## src/rtl/csa_mult_seq_if.sv

```systemverilog
// Operand/product interface for csa_mult_seq.
// Signed support is selected by the macro CSA_MULT_SIGNED_EN, which adds the tc signal.
// Handshake rules: a transfer happens on a rising edge where valid and ready are both 1.
// The producer holds valid and its payload stable until that edge.
// ready may not depend on valid in the same cycle.
interface csa_mult_seq_if #(
    parameter int WIDTH = 6
);
    logic               in_valid;
    logic               in_ready;
    logic [WIDTH-1:0]   a;
    logic [WIDTH-1:0]   b;
`ifdef CSA_MULT_SIGNED_EN
    logic               tc;
`endif
    logic               out_valid;
    logic               out_ready;
    logic [2*WIDTH-1:0] p;
    logic               busy;

    // Operand producer / product consumer side
    modport master (
        output in_valid, a, b,
`ifdef CSA_MULT_SIGNED_EN
        output tc,
`endif
        output out_ready,
        input  in_ready, out_valid, p, busy
    );

    // Multiplier side
    modport slave (
        input  in_valid, a, b,
`ifdef CSA_MULT_SIGNED_EN
        input  tc,
`endif
        input  out_ready,
        output in_ready, out_valid, p, busy
    );
endinterface

```

## src/rtl/csa_mult_seq.sv

```systemverilog
// Sequential carry-save multiplier.
// Each ACC cycle folds PP_PER_CYCLE partial products into redundant sum and carry
// registers using 3:2 compressors only. One RESOLVE cycle then performs the single
// carry-propagate add.
// Macro CSA_MULT_SIGNED_EN enables the tc input. With it, tc=1 selects a
// Baugh-Wooley two's-complement product; without it, the product is always unsigned.
module csa_mult_seq #(
    parameter int WIDTH        = 6,
    parameter int PP_PER_CYCLE = 1
) (
    input  logic          clk,
    input  logic          rst_n,
    csa_mult_seq_if.slave bus,
    output logic [1:0]    o_dbg_state
);
    localparam int N_ITER = WIDTH / PP_PER_CYCLE;
    localparam int CW     = (N_ITER > 1) ? $clog2(N_ITER) : 1;
    localparam int PW     = 2 * WIDTH;
    localparam logic [CW-1:0] LAST_ITER = CW'(N_ITER - 1);
    // The Baugh-Wooley correction is -2^(2W-1) + 2^W; modulo 2^(2W) it equals 2^(2W-1) + 2^W.
    localparam logic [PW-1:0] BW_CORR = (PW'(1) << (PW - 1)) | (PW'(1) << WIDTH);

    typedef enum logic [1:0] {
        ST_IDLE    = 2'd0,
        ST_ACC     = 2'd1,
        ST_RESOLVE = 2'd2,
        ST_DONE    = 2'd3
    } state_t;

    state_t            r_state;
    state_t            w_state_nxt;
    logic [WIDTH-1:0]  r_a;
    logic [WIDTH-1:0]  r_b;
    logic              r_tc;
    logic [CW-1:0]     r_cnt;
    logic [PW-1:0]     r_sum;
    logic [PW-1:0]     r_carry;
    logic [PW-1:0]     r_p;
    logic [PW-1:0]     w_sum_nxt;
    logic [PW-1:0]     w_carry_nxt;
    logic              w_tc_in;

`ifdef CSA_MULT_SIGNED_EN
    assign w_tc_in = bus.tc;
`else
    assign w_tc_in = 1'b0;
`endif

    assign bus.p       = r_p;
    assign o_dbg_state = r_state;

    // Partial-product row 'row', aligned to its weight.
    // In signed mode, the MSB term of rows 0..W-2 is complemented.
    // In signed mode, the low terms of row W-1 are complemented.
    function automatic logic [PW-1:0] pp_row(input int row, input logic [WIDTH-1:0] a_v,
                                             input logic [WIDTH-1:0] b_v, input logic tc_v);
        logic [WIDTH-1:0] b_sh;
        logic [WIDTH-1:0] bits;
        b_sh = b_v >> row;
        bits = a_v & {WIDTH{b_sh[0]}};
        if (tc_v) begin
            if (row == WIDTH - 1) bits[WIDTH-2:0] = ~bits[WIDTH-2:0];
            else                  bits[WIDTH-1]   = ~bits[WIDTH-1];
        end
        return PW'(bits) << row;
    endfunction

    // State register; reset aborts any operation in flight
    always_ff @(posedge clk or negedge rst_n) begin
        if (!rst_n) r_state <= ST_IDLE;
        else        r_state <= w_state_nxt;
    end

    // Next-state logic and state-decoded handshake outputs
    always_comb begin
        w_state_nxt   = r_state;
        bus.in_ready  = 1'b0;
        bus.out_valid = 1'b0;
        bus.busy      = 1'b0;
        case (r_state)
            ST_IDLE: begin
                bus.in_ready = 1'b1;
                if (bus.in_valid) w_state_nxt = ST_ACC;
            end
            ST_ACC: begin
                bus.busy = 1'b1;
                if (r_cnt == LAST_ITER) w_state_nxt = ST_RESOLVE;
            end
            ST_RESOLVE: begin
                bus.busy    = 1'b1;
                w_state_nxt = ST_DONE;
            end
            ST_DONE: begin
                bus.out_valid = 1'b1;
                // IDLE is reached only on the edge after the handshake, so no acceptance overlaps it
                if (bus.out_ready) w_state_nxt = ST_IDLE;
            end
            default: w_state_nxt = ST_IDLE;
        endcase
    end

    // Carry-save step: chain 3:2 compressors over this cycle's rows plus the signed correction
    always_comb begin
        logic [PW-1:0] w_s;
        logic [PW-1:0] w_c;
        logic [PW-1:0] w_x;
        logic [PW-1:0] w_maj;
        w_s   = r_sum;
        w_c   = r_carry;
        w_x   = '0;
        w_maj = '0;
        for (int k = 0; k < PP_PER_CYCLE; k++) begin
            w_x   = pp_row(int'(r_cnt) * PP_PER_CYCLE + k, r_a, r_b, r_tc);
            w_maj = (w_s & w_c) | (w_s & w_x) | (w_c & w_x);
            w_s   = w_s ^ w_c ^ w_x;
            w_c   = w_maj << 1;
        end
        // The correction constant is injected once, in the first ACC cycle
        w_x         = (r_tc && (r_cnt == '0)) ? BW_CORR : '0;
        w_maj       = (w_s & w_c) | (w_s & w_x) | (w_c & w_x);
        w_sum_nxt   = w_s ^ w_c ^ w_x;
        w_carry_nxt = w_maj << 1;
    end

    // Operand capture, accumulation, final resolve and product hold
    always_ff @(posedge clk or negedge rst_n) begin
        if (!rst_n) begin
            r_a     <= '0;
            r_b     <= '0;
            r_tc    <= 1'b0;
            r_cnt   <= '0;
            r_sum   <= '0;
            r_carry <= '0;
            r_p     <= '0;
        end else begin
            case (r_state)
                ST_IDLE: begin
                    if (bus.in_valid) begin
                        r_a     <= bus.a;
                        r_b     <= bus.b;
                        r_tc    <= w_tc_in;
                        r_cnt   <= '0;
                        r_sum   <= '0;
                        r_carry <= '0;
                    end
                end
                ST_ACC: begin
                    r_sum   <= w_sum_nxt;
                    r_carry <= w_carry_nxt;
                    r_cnt   <= r_cnt + 1'b1;
                end
                ST_RESOLVE: r_p <= r_sum + r_carry;
                default: ;
            endcase
        end
    end
endmodule
```

## src/flat_wrapper.sv

```systemverilog
// flat-port wrapper written by rule: the top's interface ports become plain ports
module csa_mult_seq_flat 
#(
    parameter int WIDTH        = 6,
    parameter int PP_PER_CYCLE = 1
)
  (clk, rst_n, o_dbg_state, bus_in_valid, bus_a, bus_b, bus_out_ready, bus_in_ready, bus_out_valid, bus_p, bus_busy);
  csa_mult_seq_if #(.WIDTH(WIDTH)) bus_i ();
  input  logic clk;
  input  logic rst_n;
  output logic [1:0] o_dbg_state;
  input wire logic [$bits(bus_i.in_valid)-1:0] bus_in_valid;
  input wire logic [$bits(bus_i.a)-1:0] bus_a;
  input wire logic [$bits(bus_i.b)-1:0] bus_b;
  input wire logic [$bits(bus_i.out_ready)-1:0] bus_out_ready;
  output wire logic [$bits(bus_i.in_ready)-1:0] bus_in_ready;
  output wire logic [$bits(bus_i.out_valid)-1:0] bus_out_valid;
  output wire logic [$bits(bus_i.p)-1:0] bus_p;
  output wire logic [$bits(bus_i.busy)-1:0] bus_busy;
  assign bus_i.in_valid = bus_in_valid;
  assign bus_i.a = bus_a;
  assign bus_i.b = bus_b;
  assign bus_i.out_ready = bus_out_ready;
  assign bus_in_ready = bus_i.in_ready;
  assign bus_out_valid = bus_i.out_valid;
  assign bus_p = bus_i.p;
  assign bus_busy = bus_i.busy;
  csa_mult_seq #(.WIDTH(WIDTH), .PP_PER_CYCLE(PP_PER_CYCLE)) u_core (.clk(clk), .rst_n(rst_n), .bus(bus_i), .o_dbg_state(o_dbg_state));
endmodule
```

## config.mk

```make
export PLATFORM = sky130hd
export DESIGN_NAME = csa_mult_seq_flat
export DESIGN_NICKNAME = d
export VERILOG_FILES = /design/src/rtl/csa_mult_seq_if.sv /design/src/rtl/csa_mult_seq.sv /design/src/flat_wrapper.sv
export SDC_FILE = /design/constraint.sdc
export NUM_CORES = 1
export LEC_CHECK = 0
export CORE_MARGIN = 5
export CORE_UTILIZATION = 45
export DETAILED_ROUTE_END_ITERATION = 8
export GPL_ROUTABILITY_DRIVEN = 1
export MAX_ROUTING_LAYER = met4
export PLACE_DENSITY = 0.71
export SLEW_MARGIN = 20
export SYNTH_ARGS = -nofsm -noshare
export SYNTH_HDL_FRONTEND = slang
export SYNTH_SLANG_ARGS = --single-unit
```

## constraint.sdc

```tcl
create_clock -name clk -period 2.5 [get_ports clk]
set_input_delay 0.75 -clock clk [delete_from_list [all_inputs] [get_ports clk]]
set_output_delay 0.75 -clock clk [all_outputs]
set_load 0.01 [all_outputs]
```

==> results.py <==
metrics = {
    "worst_setup_path": {
        "worstSetupPathType": "flip-flop to flip-flop",
        "required_ps": 2700,
        "crit-reg2reg-capture": "u_core.r_sum[7]",
        "cp-start-kind": "flip-flop",
        "cpPeakStageDelay_ps": 570,
        "worst_path_max_delay_cell": "mux4_2",
        "r2r-start": "u_core.r_cnt[0]",
        "crit_buf_inv": 0,
        "path_delay_family": "adder cells",
        "r2r_cells": 6,
        "path_cells": "mux4_2 -> a21oi_4 -> o32ai_1 -> fa_1 -> ha_1 -> a22o_1",
        "rrSetupSlack_ps": 60,
        "end_kind": "flip-flop",
        "cp.arrival_ps": 2650,
        "cp_max_fo": 7,
    },
    "floorplanning": {
        "die_h_um": 93.6,
        "ios": 33,
        "start_util_pct": 46.3,
        "coreArea_um2": 6790,
        "num_rows": 30,
        "die_w_um": 93.6,
        "die_area_um2": 8770,
    },
    "route": {
        "routedWlPerCell_um": 14.5,
        "drc": 0,
        "dr_wl_met3_um": 225,
        "drt_iter0_drc": 86,
        "vias_per_cell": 5.21,
        "vias": 2109,
        "wl_met2_um": 2770,
        "postRouteWirelength_um": 5870,
        "highest_layer": "met4",
        "final_antenna_net_count": 0,
        "drt-pass1-iter-count": 4,
        "met1_length_um": 2820,
    },
    "cts": {
        "clock-root-buffer": "clkbuf_8",
        "htree_levels": 2,
        "cts.sinks": 51,
        "cts_buffer_depth": 2,
        "clk_latency_ps": 300,
        "cts.reportedPaths.clkPinSlew_ps": 90,
        "tritoncts": "built",
        "hold_buffers": 0,
        "cts_buffers": 5,
        "post_cts_buffers": 0,
    },
    "min_path": {
        "hp-class": "flip-flop to flip-flop",
        "worstHoldStart": "u_core.bus.p[6]",
        "hold_depth": 1,
        "holdPathEnd": "u_core.bus.p[6]",
    },
    "timing": {
        "hold_viol_final": 0,
        "setup_tns_ps": 0,
        "setup_violations": 0,
        "maxSlewHeadroom_pct": 40.9,
        "finClkSkew_ps": 7.08,
        "fin_crit_ps": 2440,
        "clock.fmax_mhz": 409,
        "drv_slew": 0,
        "worstMarginPinSlew_ps": 886,
        "grt_setup_unrepaired": "yes",
        "fin_crit_sh_pct": 97.7,
    },
    "pwr": {
        "p_int_w": 0.00247,
        "clock_power_share_pct": 12.2,
        "p_seq_share_pct": 33.2,
        "p_leak_nw": 1.75,
        "finalPower_w": 0.00410,
        "power_density_nw_per_um2": 1110,
        "combPwrFrac_pct": 54.6,
        "swShare_pct": 39.9,
        "p_sw_w": 0.00164,
        "irDropWorstVdd_uv": 695,
    },
    "layout": {
        "diodes": 0,
        "fin_cells": 405,
        "final_common_cell": "dfrtp_1",
        "postLayoutCoreUtil_pct": 54.2,
        "drive_gt1_share_pct": 15.5,
        "nNetsFinal": 361,
        "final_cell_mix": "51 x dfrtp_1, 31 x clkdlybuf4s50_1, 26 x ha_1",
        "synthToLayoutAreaGrowth_pct": 17.0,
    },
    "placed_design": {
        "gp_congestion": 0.825,
        "place_inst": 397,
        "portBuffers": 32,
        "hpwlAfterDp_um": 4420,
    },
    "synthesis": {
        "ys_seq_area_share_pct": 40.5,
        "synth_cell_type_count": 51,
        "ys_seq_elements": 51,
        "synth_nets": 325,
        "synthFlopType": "dfrtp_1",
        "netlist_instances": 272,
        "synth-edff-count": 0,
        "synth_warnings": 0,
        "synthArstFlopShare_pct": 100,
        "avgSynthCellArea_um2": 11.6,
        "synth_area_um2": 3150,
    },
    "grt": {
        "grt-ovfl-total": 0,
        "antenna_found_initial": 0,
        "grt_pass1_wl_um": 10200,
        "grt_pass1_vias": 2094,
        "grt_util_all_layers_pct": 15.0,
        "grt_max_degree": 52,
    },
    "outcome": {
        "status": "completed",
    },
    "flow_run": {
        "cap_violations": 0,
    },
}
state kept, by name, summed over array words and instances, names as in the netlist:
name                flops
u_core.r_b              6
u_core.r_carry         10
u_core.bus.p           12
u_core.r_a              6
u_core.o_dbg_state      2
u_core.r_sum           12
u_core.r_cnt            3
synth_stat cells (2+ instances only):
cell      count  area [um^2]
a211o_1       2         17.5
a211oi_1      2         15.0
a21o_1        5         37.5
a21oi_1       9         45.0
a221oi_2      2         30.0
a22o_1       22          193
and2_1        3         18.8
and3_1        3         18.8
buf_2         2         10.0
buf_6         2         22.5
clkbuf_1      5         18.8
dfrtp_1      51         1280
fa_1         10          200
ha_1         27          338
inv_1        13         48.8
mux2_2       20          225
mux2i_1       9         90.1
nand2_1      14         52.6
nand2b_1      3         18.8
nand3_1       5         25.0
nand4_1       2         12.5
nor2_1       14         52.6
nor3_1        2         10.0
o21a_1        3         22.5
o21ai_0      10         50.1
o21bai_1      2         15.0
or3_1         3         18.8
xnor2_1       4         35.0
how the worst max path moves through the flow:
stage | from | to | slack, ps | depth (start not counted)
4_1_cts | u_core.o_dbg_state[0] | bus_in_ready | 50 | 3
2_1_floorplan | u_core.r_cnt[0] | u_core.r_sum[7] | 110 | 6
3_3_place_gp | u_core.r_cnt[0] | u_core.r_sum[7] | 100 | 6
5_1_grt | u_core.r_cnt[0] | u_core.r_sum[7] | -50 | 6
6_report | u_core.r_cnt[0] | u_core.r_sum[7] | 60 | 6
3_5_place_dp | u_core.r_cnt[0] | u_core.r_sum[7] | 60 | 6
power groups by stage:
stage               Sequential [W]  Clock (W)  Combinational [W]
finish                     0.00136   0.000501            0.00224
global route               0.00141   0.000555            0.00250
CTS                        0.00136   0.000521            0.00225
detailed placement         0.00138          0            0.00224
global placement           0.00137          0            0.00217
floorplan                  0.00137          0            0.00156
layout make-up:
| type | instances | area (um^2) |
|---|---|---|
| clock buffers | 7 | 86.3 |
| well taps | 96 | 120 |
| repair buffers | 40 | 375 |
| multi-input cells | 196 | 1750 |
| inverters | 14 | 66.3 |
| clock inverters | 1 | 8.76 |
| fillers | 626 | 3110 |
| flip-flops and latches | 51 | 1280 |
worst register-to-register path: stages (launching register included):
cell	delay (ps)
dfrtp_1	420
mux4_2	570
a21oi_4	280
o32ai_1	140
fa_1	450
ha_1	300
a22o_1	190
per-layer routing:
metal  track usage, %  up-vias
met5                -        -
met4             4.09        0
li1                 -     1071
met3             3.22        4
met2             23.8       39
met1             19.6      995
cells by family after synthesis:
logic type | count (synthesis) | share of synthesized area, %
AO/OA/AOI/OAI | 69 | 17.1
XOR/XNOR | 5 | 1.39
adder cells (fa/ha/maj) | 37 | 17.1
buffers and inverters | 25 | 4.09
AND/OR/NAND/NOR | 54 | 8.70
flip-flops | 51 | 40.5
multiplexers | 31 | 11.1
through the flow:
| stage | cell area, um^2 | setup WS (ps) | hold slack, ps |
|---|---|---|---|
| 2_1_floorplan | 3150 | 111 | 454 |
| 3_3_place_gp | 3580 | 98.5 | 465 |
| 3_5_place_dp | 3580 | 59.7 | 472 |
| 4_1_cts | 3680 | 47.9 | 495 |
| 5_1_grt | 3680 | -46.6 | 512 |
| 6_report | 3680 | 56.9 | 488 |
what timing repair did:
item / 4_1_cts / 5_1_grt
resized for setup: 0 / 2
setup endpoints to repair: 0 / 8
hold endpoints to repair: 0 / 0
Note: power is estimated with default switching activity, not from simulation.
